## src/rtl/fp8_add_sequencer_if.sv

```systemverilog
// Byte-stream, result and adder-side signals of the FP8 add sequencer.
// The slave modport is the sequencer; master is the wrapper/adder side.
interface fp8_add_sequencer_if;
   logic [7:0] in_data;
   logic       in_valid;
   logic       in_ready;
   logic [7:0] res_data;
   logic       res_valid;
   logic       res_ready;
   logic [7:0] add_a;
   logic [7:0] add_b;
   logic [7:0] add_sum;

   modport master (
      output in_data, in_valid, res_ready, add_sum,
      input  in_ready, res_data, res_valid, add_a, add_b
   );

   modport slave (
      input  in_data, in_valid, res_ready, add_sum,
      output in_ready, res_data, res_valid, add_a, add_b
   );
endinterface

```

## src/rtl/fp8_add_sequencer.sv

```systemverilog
// Operand sequencer for an FP8 (1-4-3) adder: collects A then B, waits ADDER_LATENCY, holds result.
// Optional FP8_SEQ_ACCUMULATE_EN feeds the held result back as A for a running sum.
module fp8_add_sequencer #(
   parameter int unsigned ADDER_LATENCY = 1  // legal 1..15
) (
   input  logic                clk,
   input  logic                rst_n,
   input  logic                ena,
   input  logic                acc_mode,
   output logic                busy,
   output logic [7:0]          op_count,
   fp8_add_sequencer_if.slave  bus
);

   localparam logic [3:0] LatLoad = 4'(ADDER_LATENCY - 1);

   typedef enum logic [1:0] {StIdle, StLoadB, StExec, StHold} state_e;

   state_e     state_q, state_d;
   logic [7:0] add_a_q, add_a_d;
   logic [7:0] add_b_q, add_b_d;
   logic [7:0] res_data_q, res_data_d;
   logic       res_valid_q, res_valid_d;
   logic [7:0] op_count_q, op_count_d;
   logic [3:0] cnt_q, cnt_d;

   always_ff @(posedge clk) begin
      if (!rst_n) begin
         state_q     <= StIdle;
         add_a_q     <= 8'h00;
         add_b_q     <= 8'h00;
         res_data_q  <= 8'h00;
         res_valid_q <= 1'b0;
         op_count_q  <= 8'h00;
         cnt_q       <= 4'h0;
      end else begin
         state_q     <= state_d;
         add_a_q     <= add_a_d;
         add_b_q     <= add_b_d;
         res_data_q  <= res_data_d;
         res_valid_q <= res_valid_d;
         op_count_q  <= op_count_d;
         cnt_q       <= cnt_d;
      end
   end

   always_comb begin
      state_d      = state_q;
      add_a_d      = add_a_q;
      add_b_d      = add_b_q;
      res_data_d   = res_data_q;
      res_valid_d  = res_valid_q;
      op_count_d   = op_count_q;
      cnt_d        = cnt_q;
      bus.in_ready = 1'b0;
      // ena low freezes everything, including the byte handshake
      if (ena) begin
         unique case (state_q)
            StIdle: begin
               bus.in_ready = 1'b1;
               if (bus.in_valid) begin
                  add_a_d = bus.in_data;
                  state_d = StLoadB;
               end
            end
            StLoadB: begin
               bus.in_ready = 1'b1;
               if (bus.in_valid) begin
                  add_b_d = bus.in_data;
                  cnt_d   = LatLoad;
                  state_d = StExec;
               end
            end
            StExec: begin
               if (cnt_q != 4'h0) begin
                  cnt_d = cnt_q - 4'h1;
               end else begin
                  res_data_d  = bus.add_sum;
                  res_valid_d = 1'b1;
                  op_count_d  = op_count_q + 8'h01;
                  state_d     = StHold;
               end
            end
            StHold: begin
               if (bus.res_ready) begin
                  res_valid_d = 1'b0;
                  state_d     = StIdle;
`ifdef FP8_SEQ_ACCUMULATE_EN
                  if (acc_mode) begin
                     add_a_d = res_data_q;
                     state_d = StLoadB;
                  end
`endif
               end
            end
            default: state_d = StIdle;
         endcase
      end
   end

`ifndef FP8_SEQ_ACCUMULATE_EN
   logic unused_acc_mode;
   assign unused_acc_mode = acc_mode;
`endif

   assign busy          = (state_q != StIdle);
   assign op_count      = op_count_q;
   assign bus.add_a     = add_a_q;
   assign bus.add_b     = add_b_q;
   assign bus.res_data  = res_data_q;
   assign bus.res_valid = res_valid_q;

endmodule

```

## src/flat_wrapper.sv

```systemverilog
// flat-port wrapper written by rule: the top's interface ports become plain ports
module fp8_add_sequencer_flat 
#(
   parameter int unsigned ADDER_LATENCY = 1                
)
  (clk, rst_n, ena, acc_mode, busy, op_count, bus_in_data, bus_in_valid, bus_res_ready, bus_add_sum, bus_in_ready, bus_res_data, bus_res_valid, bus_add_a, bus_add_b);
  fp8_add_sequencer_if bus_i ();
  input  logic clk;
  input  logic rst_n;
  input  logic ena;
  input  logic acc_mode;
  output logic busy;
  output logic [7:0] op_count;
  input wire logic [$bits(bus_i.in_data)-1:0] bus_in_data;
  input wire logic [$bits(bus_i.in_valid)-1:0] bus_in_valid;
  input wire logic [$bits(bus_i.res_ready)-1:0] bus_res_ready;
  input wire logic [$bits(bus_i.add_sum)-1:0] bus_add_sum;
  output wire logic [$bits(bus_i.in_ready)-1:0] bus_in_ready;
  output wire logic [$bits(bus_i.res_data)-1:0] bus_res_data;
  output wire logic [$bits(bus_i.res_valid)-1:0] bus_res_valid;
  output wire logic [$bits(bus_i.add_a)-1:0] bus_add_a;
  output wire logic [$bits(bus_i.add_b)-1:0] bus_add_b;
  assign bus_i.in_data = bus_in_data;
  assign bus_i.in_valid = bus_in_valid;
  assign bus_i.res_ready = bus_res_ready;
  assign bus_i.add_sum = bus_add_sum;
  assign bus_in_ready = bus_i.in_ready;
  assign bus_res_data = bus_i.res_data;
  assign bus_res_valid = bus_i.res_valid;
  assign bus_add_a = bus_i.add_a;
  assign bus_add_b = bus_i.add_b;
  fp8_add_sequencer #(.ADDER_LATENCY(ADDER_LATENCY)) u_core (.clk(clk), .rst_n(rst_n), .ena(ena), .acc_mode(acc_mode), .busy(busy), .op_count(op_count), .bus(bus_i));
endmodule
```

## config.mk

```make
export PLATFORM = sky130hd
export DESIGN_NAME = fp8_add_sequencer_flat
export DESIGN_NICKNAME = d
export VERILOG_FILES = /design/src/rtl/fp8_add_sequencer_if.sv /design/src/rtl/fp8_add_sequencer.sv /design/src/flat_wrapper.sv
export SDC_FILE = /design/constraint.sdc
export NUM_CORES = 1
export LEC_CHECK = 0
export CAP_MARGIN = 20
export CORE_MARGIN = 2
export CORE_UTILIZATION = 41
export CTS_CLUSTER_DIAMETER = 60
export DETAILED_ROUTE_END_ITERATION = 6
export GPL_ROUTABILITY_DRIVEN = 0
export PLACE_DENSITY_LB_ADDON = 0.15
export SLEW_MARGIN = 15
export SYNTH_ARGS = -nofsm -noshare
export SYNTH_HDL_FRONTEND = slang
export SYNTH_SLANG_ARGS = --single-unit
```

## constraint.sdc

```tcl
create_clock -name clk -period 1.6 [get_ports clk]
set_clock_uncertainty 0.2 [all_clocks]
set_input_delay 0.16 -clock clk [delete_from_list [all_inputs] [get_ports clk]]
set_output_delay 0.16 -clock clk [all_outputs]
set_load 0.005 [all_outputs]
```

==> results of run 1 <==
## per-layer routing
| metal | routed length [microns] | part of all wire [%] |
|---|---|---|
| met4 | 54 | 1.2 |
| met1 | 1770 | 41 |
| met2 | 2270 | 52 |
| met5 | 0 | 0 |
| met3 | 265 | 6.1 |
## sequential cells by signal, summed over array words and instances (netlist names)
name,cells
u_core.cnt_q,4
u_core.bus.add_b,8
u_core.state_q,2
u_core.bus.res_data,8
u_core.bus.add_a,8
u_core.bus.res_valid,1
u_core.op_count,8
## synthesized netlist by cell type (2+ instances only)
| cell type | n |
|---|---|
| nor2_1 | 23 |
| o31ai_1 | 2 |
| o21ai_0 | 2 |
| mux2i_1 | 19 |
| nand2_1 | 27 |
| inv_1 | 5 |
| nand3_2 | 2 |
| nand3_1 | 6 |
| nand2b_1 | 2 |
| nand4_1 | 5 |
| clkbuf_1 | 4 |
| xor2_1 | 5 |
| buf_4 | 3 |
| a21oi_1 | 11 |
| ha_1 | 8 |
| nor2b_1 | 2 |
| dfxtp_1 | 39 |
## kinds of logic (layout without fill, tap and decap cells)
kind of cell,after synthesis,count (layout)
compound gates,20,20
xor+xnor,6,6
fa+ha+maj,8,8
buf+inv,14,101
flops,39,39
mux,20,20
simple gates,79,79
## how the worst min path moves through the flow
stage,startpoint,endpoint,slack [ns],cells past startpoint
after floorplan,bus_add_sum[0],u_core.bus.res_data[0],0.1,2
after global placement,u_core.bus.res_data[3],u_core.bus.res_data[3],0.24,2
after detailed placement,u_core.bus.res_data[0],u_core.bus.res_data[0],0.25,2
after CTS,bus_add_sum[0],u_core.bus.res_data[0],0.20,3
after global routing,bus_add_sum[0],u_core.bus.res_data[0],0.20,3
final,bus_add_sum[6],u_core.bus.res_data[6],0.21,3
## area by class of cell
cell class | count | area [sq um]
fill | 327 | 1180
multi-input combinational | 133 | 1040
timing repair buffer | 87 | 841
sequential | 39 | 795
clock buffer | 6 | 72.6
tap | 50 | 62.6
inverter | 6 | 25.0
clock inverter | 2 | 12.5
## report_power, final
part	total (mW)	internal, mW	switching [mW]
combinational	0.436	0.260	0.176
clock	0.650	0.305	0.345
sequential	1.02	1.00	0.0201
## stage by stage
| stage | total power, mW | worst slack (ns) | instances |
|---|---|---|---|
| 4_1_cts | 2.07 | -0.119 | 319 |
| 5_1_grt | 2.20 | -0.0624 | 323 |
| 2_1_floorplan | 1.19 | 0.000490 | 186 |
| 3_5_place_dp | 1.39 | -0.120 | 309 |
| 3_3_place_gp | 1.39 | -0.109 | 309 |
| 6_report | 2.11 | 0.00108 | 323 |
## repair_timing
item,in CTS,in global routing
hold buffers,0,0
gates resized for setup,22,29
buffers inserted,2,5
setup endpoints to repair,19,19
pin swaps,3,12
## worst register-to-register path: stages, from the launching register on
cell and delay [ns]:
dfxtp_2 0.33, inv_2 0.07, ha_4 0.15, or3b_4 0.41
nand2_4 0.09, o2111ai_4 0.11, mux2i_1 0.14
==> results.md, run 1 <==
- First-pass GRT wire length: between 6000 and 7000 microns
- Cell Area, Placed: 0.00253 sq mm
- Drt first pass iters: 4
- Hold crit path type: in -> reg
- Worst setup EP type: flop
- Synth top area share: 45.4%
- Cells after Synth: roughly 190
- Reg2reg start: u_core.cnt_q[1]
- Final min period: ~1.6 ns
- Leak pwr: roughly 1.2 nW
- Vias in the first global route: 1407
- R2r setup slk: 0.001 ns
- FFs w/ async S/R, synth: 0%
- Synth area leader: dfxtp_1
- Die height: just under 70 microns
- Worst-path clk slew: roughly 0.08 ns
- CP max stage delay: ~0.41 ns
- Clock Sinks: 39
- Post-synth EDFFs: 0
- Area Growth Syn to Fin: 65.9%
- Commonest non-fill, non-tap cells in the layout: clkdlybuf4s50_1, dfxtp_1, nand2_1
- DRT iter0 DRCs: 80
- Max rail drop VDD: between 0.6 and 0.7 mV
- Initial Utilization: a little over two fifths
- Congestion Overflow GR: 0
- Sequential share of the synthesized area: a little under half
- Worst R2R Path Depth: 6
- Post-route cell area: ~0.0029 sq mm
- Status: finished, final reports clean
- Synth top area cells: dfxtp_1, mux2i_1, nand2_1, ha_1, nor2_1
- Kind of critical path: reg -> reg
- Largest family of logic cells by synthesized area: simple AND/OR/NAND/NOR gates
- CP Depth: 6
- Fin crit share: between 90% and 100%
- Total track usage: between 10% and 20%
- Worst Max-Slew Pin Slew: roughly 0.32 ns
- Via count: approximately 1600
- Post-Synth XOR/XNOR Area: under 10%
- Setup crit start: u_core.cnt_q[1]
- I/O Pins: 57
- Buffers on Ports: 55
- Routed Antenna Nets: 0
- Avg Vias per Cell: between 4 and 5
- GR peak layer: met2
- Final hold viol count: 0
- CTS tree: yes
- Met1 track demand over resource: 21.4%
- GR Layer Usage met2: between 30% and 40%
- Met3 usage: about 7.3%
- Worst hold slack: roughly 0.21 ns
- Adder-cell share of the synthesized area: under 10%
- CP bufs+invs: 1
- Final slew viol count: 0
- Antenna Cells: 0
- Final setup TNS: 0 ns
- Core Util, Final: a little over two thirds
- Most used DFF post-synth: dfxtp_1
- Startpoint types: flop
- Maxcap violations: 0
- Clock H-tree levels: 2
- Clk_lat worst skew: about 0.29 ns
- Critical-path cell list: inv_2 -> ha_4 -> or3b_4 -> nand2_4 -> o2111ai_4 -> mux2i_1
- Syn avg cell area: between 9 and 10 sq um
- Worst Path Max Fanout: 3
- Last element of the critical path: u_core.state_q[0]
- TritonCTS Buffers: 5
- Final routed DRC violation total: 0
- Post-Syn Nets: approximately 220
- Warnings from Yosys: 0
- Max stage delay cell, worst path: or3b_4
- Hpwl dp: 2970 microns
- Commonest non-fill, non-tap cell in the layout: clkdlybuf4s50_1
- Post-synthesis cell area: about 0.0017 sq mm
- Largest net degree at the start of global routing: 22
- Simple-gate area share of the yosys netlist: a little under a quarter
- Yosys reg bits: 39
- Yosys cell types: 38
- Root buf cell: clkbuf_8
- Core Region: between 0.004 and 0.005 sq mm
- Die W: 68.8 microns
- Power Density: 738 mW/mm^2
- Slew HR: between 70% and 80%
- Drt wl/cell: around 14 microns
- Fin nets: around 300
- CTS Buffer Depth: 2
- Share of layout cells above drive strength 1: roughly 31%
- Antenna violations before repair: 0
- Rows: 23
- Crit path DAT: 1.57 ns
- Mux cell area share after synthesis: 11.7%
- Reg2reg end: u_core.state_q[0]
- Setup-failing EPs final: 0
- Achievable Freq: 0.625 GHz
- Worst path required time: 1.57 ns
- Unrepaired setup endpoints after global routing: yes
- Kind of cell adding the most delay to the critical path: simple AND/OR/NAND/NOR gates
- Die area: about 0.0047 sq mm
- Area fraction in compound gates after synthesis: between 7 and 8%
- Total wire length: roughly 4400 microns
No activity file was read; power rests on OpenSTA's default activity.
==> run 2: changes to the inputs <==
PLACE_DENSITY = 0.86   (was unset)
PLACE_DENSITY_LB_ADDON = unset   (was 0.15)
==> results.md, run 2 (same netlist as run 1, synthesis figures left out) <==
- Area Growth Syn to Fin: 69.8% (was 65.9%)
- DRT iter0 DRCs: 70 (was 80)
- Die height: 68.8 microns (unchanged)
- Slew HR: 78.7% (was 78.6%)
- Leak pwr: 1.24 nW (was 1.20 nW)
- Initial Utilization: 42.7% (unchanged)
- Total wire length: 4550 microns (was 4370 microns)
- Root buf cell: clkbuf_8 (unchanged)
- Hold EP: u_core.bus.res_data[1] (was u_core.bus.res_data[6])
- Worst Max-Slew Pin Slew: 0.320 ns (was 0.321 ns)
- Worst Path Max Fanout: 5 (was 3)
- Hold depth: 3 (unchanged)
- Rows: 23 (unchanged)
- Antenna violations before repair: 0 (unchanged)
- Reg2reg start: u_core.state_q[0] (was u_core.cnt_q[1])
- Buffers on Ports: 55 (unchanged)
- Final setup TNS: -0.0946 ns (was 0 ns)
- Internal power: 1.89 mW (was 1.56 mW)
- Largest net degree at the start of global routing: 22 (unchanged)
- Commonest non-fill, non-tap cell in the layout: clkdlybuf4s50_1 (unchanged)
- Filler Cells Inserted: 307 (was 327)
- Via count: 1636 (was 1597)
- Comb pwr share: 18.1% (was 20.7%)
- Kind of critical path: reg -> reg (unchanged)
- Final slew viol count: 0 (unchanged)
- Clock Sinks: 39 (unchanged)
- Sw power: 0.560 mW (was 0.541 mW)
- Drt first pass iters: 4 (unchanged)
- Hpwl dp: 3010 microns (was 2970 microns)
- Achievable Freq: 0.612 GHz (was 0.625 GHz)
- Vias in the first global route: 1548 (was 1407)
- Max rail drop VDD: 0.741 mV (was 0.689 mV)
- Final hold viol count: 0 (unchanged)
- Worst R2R Path Depth: 7 (was 6)
- Total track usage: 19.7% (was 18.6%)
- Worst-path clk slew: 0.08 ns (about the same)
- Clock H-tree levels: 2 (unchanged)
- Unrepaired setup endpoints after global routing: yes (unchanged)
- Core Region: 0.00403 sq mm (unchanged)
- Startpoint types: flop (unchanged)
- I/O Pins: 57 (unchanged)
- Worst path required time: 1.64 ns (was 1.57 ns)
- Routed Antenna Nets: 0 (unchanged)
- Worst setup EP type: flop (unchanged)
- Switching share of power: 22.9% (was 25.7%)
- Crit path DAT: 1.67 ns (was 1.57 ns)
- Die area: 0.00473 sq mm (unchanged)
- Commonest non-fill, non-tap cells in the layout: clkdlybuf4s50_1, dfxtp_1, buf_4 (was clkdlybuf4s50_1, dfxtp_1, nand2_1)
- Setup ws final: -0.0340 ns (was 0.00108 ns)
- Reg2reg end: u_core.op_count[3] (was u_core.state_q[0])
- Antenna Cells: 0 (unchanged)
- Clock power frac: 40.2% (was 30.9%)
- Fin crit share: 102% (was 99.9%)
- TritonCTS Buffers: 5 (unchanged)
- CTS Buffer Depth: 2 (unchanged)
- Hold crit path type: in -> reg (unchanged)
- Die W: 68.8 microns (unchanged)
- Sequential fraction of design power: 41.7% (was 48.4%)
- Violations in the final reports: negative setup slack
- Share of layout cells above drive strength 1: 32.2% (was 30.8%)
- Hold path start: bus_add_sum[1] (was bus_add_sum[6])
- Status: finished with violations (was finished, final reports clean)
- Clk_lat worst skew: 0.30 ns (was 0.29 ns)
- Final routed DRC violation total: 0 (unchanged)
- First-pass GRT wire length: 6800 microns (was 6460 microns)
- Power Density: 839 mW/mm^2 (was 738 mW/mm^2)
- Fin nets: 305 (was 302)
- Drt wl/cell: 13.9 microns (was 13.5 microns)
- R2r setup slk: -0.03 ns (was 0.001 ns)
- CTS tree: yes (unchanged)
- Worst hold slack: 0.210 ns (was 0.212 ns)
- Setup-failing EPs final: 8 (was 0)
- Final min period: 1.63 ns (was 1.60 ns)
- Avg Vias per Cell: 5.02 (was 4.94)
- Congestion Overflow GR: 0 (unchanged)
- Maxcap violations: 0 (unchanged)
==> run 2: metrics by stage <==
step           instance area, sq um  power (mW)  setup slack, ns  instances  utilization (%)
6_report                       2920        2.45          -0.0340        326             72.5
5_1_grt                        2920        2.53           -0.105        326             72.5
4_1_cts                        2800        2.42          -0.0918        321             69.5
3_5_place_dp                   2510        1.39           -0.160        307             62.3
3_3_place_gp                   2510        1.38           -0.134        307             62.3
2_1_floorplan                  1740        1.19         0.000490        186                -
==> run 2: layer usage <==
metal | GRT usage, % | wire length (microns) | vias to the layer above
li1 | - | - | 813
met1 | 21.0 | 1840 | 766
met2 | 35.3 | 2350 | 48
met3 | 6.66 | 285 | 9
met4 | 8.33 | 69 | 0
met5 | 0 | 0 | -
==> run 2: power by group through the flow <==
stage / logic (mW) / clock network (mW) / registers, mW
2_1_floorplan: 0.148 / 0 / 1.04
3_3_place_gp: 0.342 / 0 / 1.04
3_5_place_dp: 0.351 / 0 / 1.04
4_1_cts: 0.404 / 0.992 / 1.02
5_1_grt: 0.478 / 1.03 / 1.02
6_report: 0.443 / 0.984 / 1.02
==> run 2: repair_timing <==
item                                    CTS  global route
cloned                                    1             0
hold buffers                              0             0
gates resized for setup                  29            28
pin swaps                                 2            18
endpoints found under the setup margin   26            27
buffers inserted                          5             5
==> run 2: how the worst max path moves through the flow <==
stage	from	to	slack [ns]	cells past startpoint
after global placement	ena	bus_in_ready	-0.13	3
after CTS	u_core.state_q[0]	u_core.op_count[3]	-0.09	7
final	u_core.state_q[0]	u_core.op_count[3]	-0.03	7
after detailed placement	ena	u_core.op_count[3]	-0.16	5
after floorplan	u_core.cnt_q[1]	u_core.state_q[0]	0.0005	6
after global routing	u_core.cnt_q[1]	u_core.bus.res_valid	-0.10	7
==> run 2: final cells by class <==
type	instances	area, sq um	share of cell area (%)
Clock buffer	6	72.6	2.49
Clock inverter	2	60.1	2.06
Inverter	6	27.5	0.943
Multi-Input combinational cell	134	1050	35.9
Sequential cell	39	795	27.2
Tap cell	50	62.6	2.14
Timing Repair Buffer	89	855	29.3
==> run 2: critical path, cell delays in order, from the launching register on <==
cell and delay, ns:
dfxtp_4 0.36, inv_4 0.07, buf_6 0.10, ha_4 0.15
and2_4 0.17, nand2_1 0.08, or3_1 0.32, a21oi_1 0.12
